$ cat config.mk
export PLATFORM = sky130hd
export DESIGN_NAME = real_to_float32
export DESIGN_NICKNAME = d
export VERILOG_FILES = /design/src/rtl/svreal_float_pkg.sv /design/src/rtl/real_to_float32_round_nearest_even.sv /design/src/rtl/real_to_float32.sv
export SDC_FILE = /design/constraint.sdc
export NUM_CORES = 1
export LEC_CHECK = 0
export BUFFER_PORTS_ARGS = -buffer_cell sky130_fd_sc_hd__clkbuf_2
export CAP_MARGIN = 20
export CORE_AREA = 2 2 86 88
export DETAILED_ROUTE_END_ITERATION = 10
export DIE_AREA = 0 0 88 90
export SYNTH_ARGS = -nofsm -noshare
export SYNTH_HDL_FRONTEND = slang
export SYNTH_SLANG_ARGS = --single-unit
$ cat constraint.sdc
create_clock -name clk -period 4.07 [get_ports clk]
set_input_delay 0.814 -clock clk [delete_from_list [all_inputs] [get_ports clk]]
set_output_delay 0.814 -clock clk [all_outputs]
set_load 0.02 [all_outputs]
$ cat src/rtl/svreal_float_pkg.sv
// Shared definitions for the fixed-point to IEEE-754 binary32 converter:
// FSM state encoding and binary32 field constants.
package svreal_float_pkg;

    typedef enum logic [1:0] {
        ST_IDLE = 2'd0,
        ST_NORM = 2'd1,
        ST_PACK = 2'd2,
        ST_HOLD = 2'd3
    } state_t;

    localparam int          F32_BIAS     = 127;
    localparam int          F32_MANT_W   = 23;
    localparam int          F32_EXP_ONES = 255;
    localparam logic [31:0] F32_POS_INF  = 32'h7F80_0000;

endpackage

$ cat src/rtl/real_to_float32_round_nearest_even.sv
// Combinational mantissa rounding: takes the fraction bits below the
// leading one and produces a 23-bit binary32 mantissa, rounded to nearest
// with ties to even when the fraction is wider than 23 bits.
module round_nearest_even
    import svreal_float_pkg::*;
#(
    parameter int IN_W = 18
) (
    input  logic [IN_W-1:0]       frac,
    output logic [F32_MANT_W-1:0] mant,
    output logic                  carry
);

    generate
        if (IN_W <= F32_MANT_W) begin : g_pad
            // Narrow fractions fit exactly: left-align and zero-pad.
            assign mant  = F32_MANT_W'(frac) << (F32_MANT_W - IN_W);
            assign carry = 1'b0;
        end else begin : g_round
            logic [F32_MANT_W-1:0] top;
            logic                  guard;
            logic                  sticky;
            logic                  round_up;

            assign top   = frac[IN_W-1 -: F32_MANT_W];
            assign guard = frac[IN_W-F32_MANT_W-1];

            if (IN_W > F32_MANT_W + 1) begin : g_sticky
                assign sticky = |frac[IN_W-F32_MANT_W-2:0];
            end else begin : g_no_sticky
                assign sticky = 1'b0;
            end

            // Exact halfway rounds up only when that makes the mantissa even.
            assign round_up      = guard & (sticky | top[0]);
            assign {carry, mant} = {1'b0, top} + {{F32_MANT_W{1'b0}}, round_up};
        end
    endgenerate

endmodule

$ cat src/rtl/real_to_float32.sv
// Converts a signed fixed-point value (in * 2^EXPONENT) into an IEEE-754
// binary32 word. The magnitude is normalised one bit per cycle, then packed
// with rounding, overflow to infinity and flush-to-zero on underflow.
module real_to_float32
    import svreal_float_pkg::*;
#(
    parameter int WIDTH    = 18,
    parameter int EXPONENT = -16
) (
    input  logic                    clk,
    input  logic                    rst,
    input  logic signed [WIDTH-1:0] in,
    input  logic                    in_valid,
    output logic                    in_ready,
    output logic [31:0]             out,
    output logic                    out_valid,
    input  logic                    out_ready,
    output logic                    busy
);

    localparam int S_W   = $clog2(WIDTH + 2);
    // Wide enough that WIDTH + EXPONENT + bias + carry never wraps.
    localparam int EXP_W = 34;

    localparam logic signed [EXP_W-1:0] EXP_CONST =
        EXP_W'(EXPONENT) + EXP_W'(WIDTH + F32_BIAS);
    localparam logic signed [EXP_W-1:0] E_MAX  = EXP_W'(F32_EXP_ONES);
    localparam logic signed [EXP_W-1:0] E_ZERO = '0;

    state_t state, state_next;

    logic                  sign_r;
    logic [WIDTH:0]        mag;
    logic [S_W-1:0]        s;

    logic signed [WIDTH:0] in_ext;
    logic [WIDTH:0]        in_abs;
    logic                  in_zero;

    logic [F32_MANT_W-1:0] rnd_mant;
    logic                  rnd_carry;
    logic signed [EXP_W-1:0] e_pre;
    logic signed [EXP_W-1:0] e_rnd;

    // Final field assembly with overflow/underflow saturation.
    function automatic logic [31:0] pack_result(
        input logic                    sgn,
        input logic                    nonzero,
        input logic signed [EXP_W-1:0] e,
        input logic [F32_MANT_W-1:0]   m
    );
        logic [31:0] r;
        if (!nonzero || e <= E_ZERO) begin
            r = '0;
        end else if (e >= E_MAX) begin
            r = F32_POS_INF | {sgn, 31'b0};
        end else begin
            r = {sgn, e[7:0], m};
        end
        return r;
    endfunction

    // The extra magnitude bit makes |most-negative| representable exactly.
    assign in_ext  = {in[WIDTH-1], in};
    assign in_abs  = in_ext[WIDTH] ? -in_ext : in_ext;
    assign in_zero = (in == '0);

    round_nearest_even #(
        .IN_W (WIDTH)
    ) u_round (
        .frac  (mag[WIDTH-1:0]),
        .mant  (rnd_mant),
        .carry (rnd_carry)
    );

    assign e_pre = EXP_CONST - $signed({{(EXP_W-S_W){1'b0}}, s});
    assign e_rnd = e_pre + $signed({{(EXP_W-1){1'b0}}, rnd_carry});

    // State register.
    always_ff @(posedge clk) begin
        if (rst) begin
            state <= ST_IDLE;
        end else begin
            state <= state_next;
        end
    end

    // Next-state selection: zero skips normalisation entirely.
    always_comb begin
        state_next = state;
        case (state)
            ST_IDLE: if (in_valid) state_next = in_zero ? ST_PACK : ST_NORM;
            ST_NORM: if (mag[WIDTH]) state_next = ST_PACK;
            ST_PACK: state_next = ST_HOLD;
            ST_HOLD: if (out_ready) state_next = ST_IDLE;
            default: state_next = ST_IDLE;
        endcase
    end

    // Handshake and status outputs decoded from the state.
    always_comb begin
        in_ready  = (state == ST_IDLE);
        out_valid = (state == ST_HOLD);
        busy      = (state != ST_IDLE);
    end

    // Datapath: capture, normalise by single-bit shifts, then pack the result.
    always_ff @(posedge clk) begin
        if (rst) begin
            sign_r <= 1'b0;
            mag    <= '0;
            s      <= '0;
            out    <= '0;
        end else begin
            case (state)
                ST_IDLE: begin
                    if (in_valid) begin
                        sign_r <= in[WIDTH-1];
                        mag    <= in_abs;
                        s      <= '0;
                    end
                end
                ST_NORM: begin
                    if (!mag[WIDTH]) begin
                        mag <= mag << 1;
                        s   <= s + S_W'(1);
                    end
                end
                ST_PACK: begin
                    // A normalised nonzero magnitude always has its top bit set.
                    out <= pack_result(sign_r, mag[WIDTH], e_rnd, rnd_mant);
                end
                default: ;
            endcase
        end
    end

endmodule

---- Word level (Yosys, flattened, before mapping) ----
Index checks and enable logic that the tools add are counted.
Widths: inputs -> output; s select.
storage, ports and cells
  register bits after elaboration ......... 59
  output and inout bits ................... 35
  input port bits ......................... 22
cells by class
  equality and inequality tests ........... 7
  reductions and logical operators ........ 10
  $add $sub $neg .......................... 3
  multiplexer cells ....................... 14
  order comparisons ....................... 2
operators by type and width
  operator             number
  $mux 19              3
  $pmux 19 s2          1
  $mux 32              1
  $mux 31              1
  $neg 18->19          1
  $logic_not 18->1     1
  $mux 5               2
  $pmux 5 s2           1
  $ge 9x9->1 const B   1
  $le 9x1->1 const B   1
  $sub 8x5->9 const A  1
  $mux 2               4
  $pmux 2 s4           1
  $ne 2x2->1 const B   3
  $reduce_and 3->1     2
  $add 5x1->5 const B  1
  $eq 2x2->1 const B   2
  $reduce_and 2->1     2
  $reduce_bool 2->1    2
  $eq 2x1->1 const B   1
  $logic_not 2->1      1
  $ne 2x1->1 const B   1
  $logic_not 1->1      1
  $logic_or 1x1->1     1

---- Longest topological paths before layout ----
Gate-level depths: netlist of run 1.
  depth in word-level cells ............... 4
  mapped depth ............................ 8
  depth with buffers taken out ............ 6

---- Cells and area by module ----
From an unflattened synthesis of run 1, not the netlist that was laid out.
unflattened totals
  cell total of the unflattened synthesis .. 407
  area total of the unflattened synthesis .. 3357.0 um^2
modules (own cells, without submodules)
  module              cells an instance  area each (um^2)  times used
  real_to_float32     382                3173.0            1
  round_nearest_even  25                 183.9             1

---- Worst setup path before layout of run 1 ----
No wires, ideal clock.
  kind .................................... input to register
  start ................................... in in[0]
  end ..................................... reg mag[14]
  path buffers ............................ 1
  stages .................................. 7
  setup time .............................. 0.134 ns
  arrival ................................. 2.225 ns
  slack ................................... 1.711 ns
  path through ............................ inv_1 -> ha_1 -> or3b_2 -> clkbuf_1 -> o41ai_1 -> xor2_1 -> o22ai_1
between the ends
  cells in the longest elaborated chain, start to end .. 4
ends and longest elaborated chain
  item                  RTL line                RTL
  start, declared       real_to_float32.sv:12   input logic signed [WIDTH-1:0] in,
  $neg 18->19           real_to_float32.sv:65   assign in_abs = in_ext[WIDTH] ? -in_ext : in_ext;
  $mux 19               real_to_float32.sv:65
  $mux 19               real_to_float32.sv:117  if (in_valid) begin
  $pmux 19 s2           real_to_float32.sv:115  case (state)
  end signal, assigned  real_to_float32.sv:119  mag <= in_abs;
  end signal, assigned  real_to_float32.sv:125  mag <= mag << 1;
  end, declared         real_to_float32.sv:33   logic [WIDTH:0] mag;
No other way between the ends. The select of a mux whose other input is x is not followed.
A chain may end at the register's enable or synchronous reset.

---- Worst setup path after layout of run 1 ----
  start ................................... reg state[1]
  end ..................................... reg mag[15]
between the ends
  cells in the longest elaborated chain, start to end .. 3
  elaborated cells between the ends (all ways) .. 7
  those cells by class .................... 3 x eq/ne; 1 x mux; 3 x reduce/logical
ends and longest elaborated chain
  item                                                                     RTL line                RTL
  start, declared                                                          real_to_float32.sv:30   state_t state, state_next;
  start signal, assigned                                                   real_to_float32.sv:84   state <= state_next;
  $eq 2x1->1 / $logic_not 2->1 (equally long branches)                     real_to_float32.sv:115
  $ne 2x2->1 (no source line) / $reduce_bool 2->1 (equally long branches)  -
  $reduce_and 3->1 (no source line)                                        -
Parallel ways exist; a longest one is shown, timed or not.

==> results.txt, run 1 <==
antenna violation net count after detailed routing: 0
minimum setup slack among reg-to-reg paths: 1640 ps
global route overflow: 0
leakage: 1.28 nW
Register-to-Register Path Depth: 6
areal power density over the cells: 527 mW/mm^2
Slew HR: 47.0%
run status: completed
buffers inserted by post-CTS timing repair: 0
critical path class: reg2reg
flops & latches, synth: 54
CTS tree: done
slowest CP cell: and3_1
GRT Util Overall: 19.4%
transition time at the pin with the least slew margin: 793 ps
dominant cell type by area after synthesis: dfxtp_1
maximum number of pins on one net before global-route repair: 33
summed area of non-filler cells in the final layout: 0.00331 sq mm
number of nets in the final layout: 431
I/O pins: 57
area grow syn2layout: 13.4%
std cell rows: 31
library cells used by synthesis: 53
most used standard cells in the synthesized netlist: 54 x dfxtp_1, 36 x nor2_1, 30 x a21oi_1, 29 x nand2_1, 22 x clkbuf_1
Port Buffer Count: 51
Setup TNS: 0 ps
slowest stage delay, CP: 640 ps
Seq/Total Area, Yosys: 37.1%
netlist area before placement: 0.00292 sq mm
average detailed-routed wire length per instance: 14.7 um
total clock sinks: 54
DRC viols: 0
Multi-input gate area: 0.00164 sq mm
Cells on Worst Hold Path: 2
number of pins with negative max-slew slack in the final report: 0
asr flop ratio synth: 0%
required time of the worst setup path: 4260 ps
buffers plus inverters on the worst setup path: 1
Chip Height: 90 um
cts-stage hold buffer count: 0
dominant delay contributor by cell family on the critical path: simple AND/OR/NAND/NOR gates
Fmax: 412 MHz
library cell with the highest instance count after synthesis: dfxtp_1
Clock H-tree levels: 2
number of synthesized flops with an enable pin: 0
initial core utilization: 41.5%
overall die area: 0.00792 sq mm
DIE WIDTH: 88 um
CTS root buffer: clkbuf_8
Core Region: 0.00702 sq mm
min cycle time layout: 2430 ps
Antenna diodes: 0
RSZ-0062 raised after global routing: false
wire length of the first global-routing pass: 12500 um
total cell area at the placement stage: 0.00320 sq mm
Hold Path Class: reg2reg
count of routing violations after the opening detailed-route iteration: 165
area used by sequential logic in the layout: 0.00108 sq mm
vias per cell: 5.45
share of post-route cells with drive strength above 1: 18.2%
Inserted Clock Buffers: 5
final wirelength: 7370 um
Initial DRT Pass Iterations: 4
clock latency at the later pin of the worst-skew pair: 310 ps
Worst setup EP type: register
DP Wirelength: 5330 um
synth warn: 0
critical path peak fanout: 20
share of the cycle needed by the critical path after routing: 59.6%
clock transition at the registers of the reported paths: 100 ps
final estimated routing congestion in global placement: 0.917
Max Buffers Root-to-Sink: 2
total of endpoints with negative setup slack in the final report: 0
final clock skew: 6.49 ps
CP arrival: 2610 ps
max-cap violations: 0
leading post-synthesis cells by cell area: dfxtp_1 37%, a21oi_1 5.1%, nor2_1 4.6%
path length in cells of the critical path: 6
total number of vias: 2727
CP Launch Type: register
Post-CTS Resized: 0
vias in the first global route: 2433
number of antenna violations at the first check in global routing: 0
post-synthesis instance total: 365
worst-case vdd ir drop: 245 uV
area share of the leading cell type in the synthesized netlist: 37.1%
cell-by-cell listing of the critical path: inv_1, ha_1, or2_2, and3_1, a211o_1, o311ai_0
Avg Synthesized Cell Area: 7.99 sq um
Fillers: 717
final-report hold violation count: 0
most common flop cell mapped by yosys: dfxtp_1
-- through the flow --
step	cells	worst slack [ps]	util [%]	hold WS, ps	total power [W]
after floorplan	369	1710	-	450	0.00123
after global placement	491	1500	45.6	449	0.00142
after detailed placement	491	1490	45.6	453	0.00142
after CTS	499	1640	46.9	468	0.00174
after global routing	500	1370	47.1	488	0.00187
final	500	1640	47.1	466	0.00174
-- cells in the final DEF, fill, tap and decap left out, types with 3 or more instances in the layout --
cell,count
clkbuf_2,51
or3_1,5
nor4_1,3
o211ai_1,4
o41ai_1,5
nor2_1,36
or2_2,3
or4_1,5
a211oi_1,6
conb_1,5
inv_1,17
a311oi_1,3
nor3_1,8
ha_1,9
buf_4,4
nand3_1,16
a21oi_1,30
o21ai_0,12
o31ai_1,4
clkbuf_8,6
dfxtp_1,54
nor3b_1,5
mux2i_1,7
a22oi_1,16
nor2b_1,12
nand4_1,5
nand2_1,29
xor2_1,5
xnor2_1,3
-- flip-flops by register name (all words and copies together), names as in the netlist --
register / count
mag: 19
s: 5
state: 2
sign_r: 1
out: 27
-- metal layers --
| metal | wire length (um) | GRT usage (%) | vias to the layer above |
|---|---|---|---|
| met3 | 342 | 2.57 | 10 |
| met1 | 3720 | 30.0 | 1261 |
| met2 | 3170 | 27.4 | 76 |
| met4 | 136 | 6.15 | 0 |
| li1 | - | - | 1380 |
| met5 | 0 | 0 | - |
-- worst reg2reg max path, cell delays in order, from the launching register on --
cell and delay (ps):
dfxtp_1 360, inv_1 90, ha_1 570, or2_2 310, and3_1 640, a211o_1 230
o311ai_0 110
-- cells by family after synthesis --
family | Yosys count | synth area share, %
AND/OR/NAND/NOR | 138 | 24.3
AO/OA/AOI/OAI | 98 | 22.7
flip-flops | 54 | 37.1
buffers and inverters | 50 | 7.12
adder cells (fa/ha/maj) | 9 | 3.86
XOR/XNOR | 8 | 2.40
multiplexers | 7 | 2.40
other | 1 | 0.129
-- path summary, 6_finish.rpt --
kind	start	endpoint
max	state[1]$_SDFFE_PP0P_	mag[15]$_SDFFE_PP0P_
min	out[9]$_SDFFE_PP0P_	out[9]$_SDFFE_PP0P_
max reg2reg	state[1]$_SDFFE_PP0P_	mag[15]$_SDFFE_PP0P_
min reg2reg	out[9]$_SDFFE_PP0P_	out[9]$_SDFFE_PP0P_
-- area by class of cell --
type | count | share of cell area (%)
Multi-Input combinational cell | 265 | 49.7
Sequential cell | 54 | 32.7
Timing Repair Buffer | 56 | 8.97
Tap cell | 99 | 3.75
Clock buffer | 6 | 2.50
Inverter | 18 | 2.04
Clock inverter | 2 | 0.378
-- power breakdown --
group,leakage [nW],switching (W),internal (W)
logic,0.798,0.000458,0.000233
clock network,0.0472,0.000185,0.000137
registers,0.440,0.0000997,0.000628
total,1.28,0.000743,0.000999
(Power assumes the default switching activity.)
==> run 2, diff against run 1 <==
--- a/config.mk
+++ b/config.mk
@@ -10,6 +10,7 @@
 export CORE_AREA = 2 2 86 88
 export DETAILED_ROUTE_END_ITERATION = 10
 export DIE_AREA = 0 0 88 90
+export PLACE_DENSITY = 0.66
 export SYNTH_ARGS = -nofsm -noshare
 export SYNTH_HDL_FRONTEND = slang
 export SYNTH_SLANG_ARGS = --single-unit
==> constraint.sdc (replaced) <==
create_clock -name clk -period 2.1 [get_ports clk]
set_input_delay 0.42 -clock clk [delete_from_list [all_inputs] [get_ports clk]]
set_output_delay 0.42 -clock clk [all_outputs]
set_load 0.02 [all_outputs]
==> run 2 against run 1 <==
  * Count of clock-buffer cells in the layout fell by 1
  * Largest power group is now combinational cells
  * Critical endpoint is now busy
  * Combinational power increased by 120%
  * Clock power up 80%
  * Total power up 100%
  * First-iteration DRC count is 3.0% lower
==> results.txt, run 2 (synthesized netlist as in run 1, its figures left out) <==
run status: completed
final core utilization: 49.8% (+2.7 points)
total clock sinks: 54 (unchanged)
CP arrival: 1550 ps (-1060 ps)
minimum hold slack: 420 ps (-45.7 ps)
Hold Path Class: in2reg
Crit path top cell by count: inv_1
Max Buffers Root-to-Sink: 2 (unchanged)
Register-to-Register Path Depth: 7 (+1)
wire length of the first global-routing pass: 12300 um (-1.4%)
CTS tree: done
Antenna diodes: 0 (unchanged)
maximum number of pins on one net before global-route repair: 28 (-15%)
final clock skew: 7.13 ps (+0.640 ps)
Chip Height: 90 um (unchanged)
Cells on Worst Hold Path: 3 (+1)
DIE WIDTH: 88 um (unchanged)
slowest CP cell: dfxtp_1
buffers inserted by post-CTS timing repair: 0 (unchanged)
share of post-route cells with drive strength above 1: 23.4% (+5.2 points)
Initial DRT Pass Iterations: 4 (unchanged)
transition time at the pin with the least slew margin: 535 ps (-259 ps)
path length in cells of the critical path: 5 (-1)
Largest regs: out x27, mag x19, s x5
number of antenna violations at the first check in global routing: 0 (unchanged)
Inserted Clock Buffers: 5 (unchanged)
std cell rows: 31 (unchanged)
final wirelength: 7580 um (+2.8%)
post-placement cell count: 519 (+5.7%)
min cycle time layout: 1970 ps
clock transition at the registers of the reported paths: 100 ps (about the same)
Slew HR: 64.3% (+17 points)
register containing the most flip-flops in the final layout: out
share of the cycle needed by the critical path after routing: 93.9%
cell-by-cell listing of the critical path: inv_1, ha_1, buf_4, inv_1, clkbuf_2
worst-case vdd ir drop: 469 uV (+92%)
RSZ-0062 raised after global routing: false
worst setup margin: 128 ps (-1520 ps)
total number of vias: 2804 (+2.8%)
setup slack at placement: -35.0 ps (-1530 ps)
global route overflow: 0 (unchanged)
leakage: 1.40 nW (+9.2%)
final estimated routing congestion in global placement: 0.880 (-4.0%)
flip-flop count of the largest register, all copies and words added: 27 (unchanged)
number of nets in the final layout: 458 (+6.3%)
most frequent standard cell in the layout excluding fill and tap cells: dfxtp_1
DP Wirelength: 5760 um (+8.2%)
I/O pins: 57 (unchanged)
GRT Util Overall: 19.1% (-0.25 points)
buffers plus inverters on the worst setup path: 4 (+3)
vias per cell: 5.33 (-2.3%)
number of pins with negative max-slew slack in the final report: 0 (unchanged)
clock latency at the later pin of the worst-skew pair: 310 ps (about the same)
DRC viols: 0 (unchanged)
area grow syn2layout: 19.9%
areal power density over the cells: 999 mW/mm^2 (+90%)
max-cap violations: 0 (unchanged)
Worst setup EP type: output pin
slowest stage delay, CP: 370 ps (-270 ps)
vias in the first global route: 2474 (+1.7%)
antenna violation net count after detailed routing: 0 (unchanged)
critical path peak fanout: 6 (-70%)
Core Region: 0.00702 sq mm (unchanged)
final-report hold violation count: 0 (unchanged)
highest-count cells in the layout ignoring fill and taps: 54 x dfxtp_1, 51 x clkbuf_2, 36 x nor2_1
Fmax: 507 MHz
CP Launch Type: register
dominant delay contributor by cell family on the critical path: buffers and inverters
initial core utilization: 41.5% (unchanged)
count of non-filler cells in the finished layout: 526 (+5.2%)
Clock H-tree levels: 2 (unchanged)
count of routing violations after the opening detailed-route iteration: 160 (-3.0%)
overall die area: 0.00792 sq mm (unchanged)
total of endpoints with negative setup slack in the final report: 0 (unchanged)
critical path class: reg2out
Port Buffer Count: 51 (unchanged)
required time of the worst setup path: 1680 ps (-2580 ps)
average detailed-routed wire length per instance: 14.4 um (-2.2%)
CTS root buffer: clkbuf_8
Fillers: 705 (-1.7%)
-- run 2: final timing paths --
check / startpoint / to / slack (ps)
worst min register to register: out[11]$_SDFFE_PP0P_ / out[11]$_SDFFE_PP0P_ / 460
worst max register to register: state[0]$_SDFFE_PP0P_ / mag[16]$_SDFFE_PP0P_ / 130
worst min-delay path: in_valid / sign_r$_SDFFE_PP0P_ / 420
worst max-delay path: state[0]$_SDFFE_PP0P_ / busy / 130
-- run 2: stage by stage --
| stage | total power, W | setup TNS, ps | cell area [sq um] |
|---|---|---|---|
| floorplan | 0.00239 | 0 | 2930 |
| global route | 0.00373 | 0 | 3500 |
| finish | 0.00349 | 0 | 3500 |
| global placement | 0.00289 | 0 | 3410 |
| detailed placement | 0.00291 | -85.6 | 3410 |
| CTS | 0.00349 | 0 | 3490 |
-- run 2: report_power, final --
part / switching, W / total (W) / internal (W)
registers: 0.000179 / 0.00140 / 0.00122
logic: 0.000923 / 0.00152 / 0.000596
clock network: 0.000350 / 0.000579 / 0.000229
total: 0.00145 / 0.00349 / 0.00204
-- run 2: worst reg2reg max path: stages, from the launching register on --
cell and delay [ps]:
dfxtp_1 370, inv_1 90, ha_1 270, or2_2 390
and3_2 280, buf_4 180, o221ai_1 180, o211ai_1 110
-- run 2: layout make-up --
class,count,area (sq um),area share (%)
repair buffers,83,495,14.2
multi-input cells,265,1640,47.0
clock buffers,5,68.8,1.97
clock inverters,2,15.0,0.429
flip-flops and latches,54,1080,30.9
inverters,18,67.6,1.93
well taps,99,124,3.54
-- run 2: layer usage --
layer / share of wire, % / vias to the layer above / global-route usage [%]
met1: 50 / 1297 / 28.9
met2: 44 / 79 / 28.5
met5: 0 / - / 0
met3: 4.5 / 6 / 2.39
li1: - / 1422 / -
met4: 1.2 / 0 / 5.13
-- run 2: timing repair --
action	in CTS	in global routing
setup endpoints to repair	0	8
hold buffers	0	0
gates resized for setup	0	1
==> run 3, diff against run 2 <==
--- a/config.mk
+++ b/config.mk
@@ -7,10 +7,10 @@
 export LEC_CHECK = 0
 export BUFFER_PORTS_ARGS = -buffer_cell sky130_fd_sc_hd__clkbuf_2
 export CAP_MARGIN = 20
-export CORE_AREA = 2 2 86 88
+export CORE_AREA = 2 2 92 94
 export DETAILED_ROUTE_END_ITERATION = 10
-export DIE_AREA = 0 0 88 90
-export PLACE_DENSITY = 0.66
+export DIE_AREA = 0 0 94 96
 export SYNTH_ARGS = -nofsm -noshare
 export SYNTH_HDL_FRONTEND = slang
+export SYNTH_HIERARCHICAL = 1
 export SYNTH_SLANG_ARGS = --single-unit
==> run 3 against run 2 <==
  * Synthesized cell count increased by 12%
  * Clock power increased by 52%
  * Largest cell class unchanged
  * Largest power group unchanged
  * Final area increased by 10%
  * Count of clock-buffer cells in the layout increased by 7
  * Core utilization decreased by 1.9 points
  * Combinational power decreased by 3%
  * First-iteration DRC count decreased by 29%
  * Sequential share of layout area decreased by 0.27 points
==> results.txt, run 3 <==
run status: completed
number of nets in the final layout: 488 (+6.6%)
library cells used by synthesis: 63 (+19%)
total of endpoints with negative setup slack in the final report: 0 (unchanged)
register containing the most flip-flops in the final layout: out
flip-flop count of the largest register, all copies and words added: 32 (+19%)
share of cell area taken by muxes after synthesis: 0.932% (-1.5 points)
leading post-synthesis cells by cell area: dfxtp_1 35%, a21oi_1 6.4%, nor2b_1 6.1%
CTS root buffer: clkbuf_8
setup slack at placement: 101 ps (+136 ps)
number of pins with negative max-slew slack in the final report: 0 (unchanged)
synthesized-area fraction occupied by adder cells: 4.10% (+0.24 points)
Fillers: 820 (+16%)
Synth Area in Simple Gates: 23.6% (-0.77 points)
highest-count cells in the layout ignoring fill and taps: 59 x dfxtp_1, 56 x clkbuf_2, 43 x a21oi_1
final clock skew: 8.03 ps (+0.896 ps)
sum of internal, switching and leakage power: 0.00377 W (+7.8%)
worst-case vdd ir drop: 570 uV (+22%)
area share of the leading cell type in the synthesized netlist: 35.2% (-1.9 points)
DP Wirelength: 6300 um (+9.4%)
most frequent standard cell in the layout excluding fill and tap cells: dfxtp_1
Setup TNS: 0 ps (unchanged)
overall die area: 0.00902 sq mm (+14%)
dominant combinational cell family by area after synthesis: simple AND/OR/NAND/NOR gates
minimum hold slack: 405 ps (-15.4 ps)
Initial DRT Pass Iterations: 4 (unchanged)
Inserted Clock Buffers: 9 (+4)
Antenna diodes: 0 (unchanged)
final core utilization: 47.9% (-1.9 points)
flops & latches, synth: 59 (+9.3%)
most used standard cells in the synthesized netlist: 59 x dfxtp_1, 43 x a21oi_1, 41 x nor2_1, 33 x nor2b_1, 24 x buf_4
min cycle time layout: 2000 ps (+25.6 ps)
I/O pins: 57 (unchanged)
clock transition at the registers of the reported paths: 70 ps (-30 ps)
max-cap violations: 0 (unchanged)
Core Region: 0.00805 sq mm (+15%)
std cell rows: 33 (+6.5%)
share of the cycle needed by the critical path after routing: 95.1% (+1.2 points)
area share of xor/xnor cells in the synthesized design: 4.17% (+1.8 points)
critical path peak fanout: 6 (unchanged)
Post-CTS Resized: 0 (unchanged)
Clock H-tree levels: 3 (+1)
Worst setup EP type: output pin
Chip Height: 96 um (+6.7%)
asr flop ratio synth: 0% (unchanged)
post-synthesis instance total: 407 (+12%)
vias per cell: 5.33 (about the same)
GRT Util Overall: 19.4% (+0.28 points)
antenna violation net count after detailed routing: 0 (unchanged)
number of synthesized flops with an enable pin: 0 (unchanged)
area grow syn2layout: 14.8%
average detailed-routed wire length per instance: 15.2 um (+5.7%)
most common flop cell mapped by yosys: dfxtp_1
final wirelength: 8590 um (+13%)
Port Buffer Count: 56 (+9.8%)
final-report hold violation count: 0 (unchanged)
dominant cell type by area after synthesis: dfxtp_1
vias in the first global route: 2816 (+14%)
DIE WIDTH: 94 um (+6.8%)
Fmax: 501 MHz (-1.3%)
Max Buffers Root-to-Sink: 2 (unchanged)
clock latency at the later pin of the worst-skew pair: 330 ps (+20 ps)
CTS tree: done
share of post-route cells with drive strength above 1: 23.3% (-0.11 points)
Largest regs: out x32, mag x19, s x5
cts-stage hold buffer count: 0 (unchanged)
buffers inserted by post-CTS timing repair: 0 (unchanged)
library cell with the highest instance count after synthesis: dfxtp_1
global route overflow: 0 (unchanged)
total number of vias: 3008 (+7.3%)
leakage: 1.60 nW (+14%)
area used by sequential logic in the layout: 0.00118 sq mm (+9.3%)
critical path class: reg2out
final estimated routing congestion in global placement: 0.857 (-2.6%)
Compound-Gate Fraction of Synth Area: 21.7% (-1.0 points)
worst setup margin: 103 ps (-25.6 ps)
count of routing violations after the opening detailed-route iteration: 113 (-29%)
Seq/Total Area, Yosys: 35.2% (-1.9 points)
synth warn: 6 (+6)
maximum number of pins on one net before global-route repair: 26 (-7.1%)
CP arrival: 1580 ps (+30 ps)
wire length of the first global-routing pass: 13800 um (+12%)
Avg Synthesized Cell Area: 8.25 sq um (+3.2%)
Multi-input gate area: 0.00186 sq mm (+13%)
CP Launch Type: register
initial core utilization: 41.7% (+0.15 points)
netlist area before placement: 0.00336 sq mm (+15%)
RSZ-0062 raised after global routing: false
DRC viols: 0 (unchanged)
total clock sinks: 59 (+9.3%)
number of antenna violations at the first check in global routing: 0 (unchanged)
Hold Path Class: in2reg
required time of the worst setup path: 1680 ps (about the same)
areal power density over the cells: 978 mW/mm^2 (-2.2%)
run 3: logic make-up after synthesis:
family / count (synthesis)
compound gates: 108
fa+ha+maj: 11
mux: 3
other cells: 1
simple gates: 144
buf+inv: 65
flops: 59
xor+xnor: 16
run 3: area by class of cell:
class | instances | area share [%]
clock buffer | 12 | 3.77
clock inverter | 3 | 0.390
inverter | 17 | 1.66
multi-input combinational | 288 | 48.2
sequential | 59 | 30.6
tap | 105 | 3.41
timing repair buffer | 80 | 11.9
run 3: worst paths after layout:
| path | endpoint | slack (ps) | from | cells past startpoint |
|---|---|---|---|---|
| setup reg to reg | state[0]$_SDFFE_PP0P_ | 200 | state[1]$_SDFFE_PP0P_ | 8 |
| setup / recovery | busy | 100 | state[0]$_SDFFE_PP0P_ | 5 |
| hold reg to reg | out[29]$_SDFFE_PP0P_ | 470 | out[29]$_SDFFE_PP0P_ | 2 |
| hold / removal | mag[0]$_SDFFE_PP0P_ | 400 | in[0] | 3 |
run 3: report_power, final:
| part | internal (W) | switching [W] |
|---|---|---|
| clock | 0.000448 | 0.000431 |
| combinational | 0.000587 | 0.000881 |
| sequential | 0.00127 | 0.000149 |
run 3: worst max-delay path: stages, from the launching register on:
cell and delay, ps:
dfxtp_1 390, inv_1 80, ha_1 290, buf_4 190, inv_1 110, clkbuf_2 190
run 3: metrics by stage:
stage          std cells  cell area (sq um)
2_1_floorplan        412               3380
3_3_place_gp         549               3690
3_5_place_dp         549               3690
4_1_cts              564               3850
5_1_grt              564               3850
6_report             564               3850
run 3: routing by layer:
layer | GRT usage, % | part of all wire, % | vias up | wire length (um)
met5 | 0 | 0 | - | 0
met4 | 7.00 | 1.4 | 0 | 122
met3 | 3.13 | 3.5 | 11 | 297
met2 | 31.0 | 45 | 66 | 3870
met1 | 26.5 | 50 | 1407 | 4300
li1 | - | - | 1524 | -
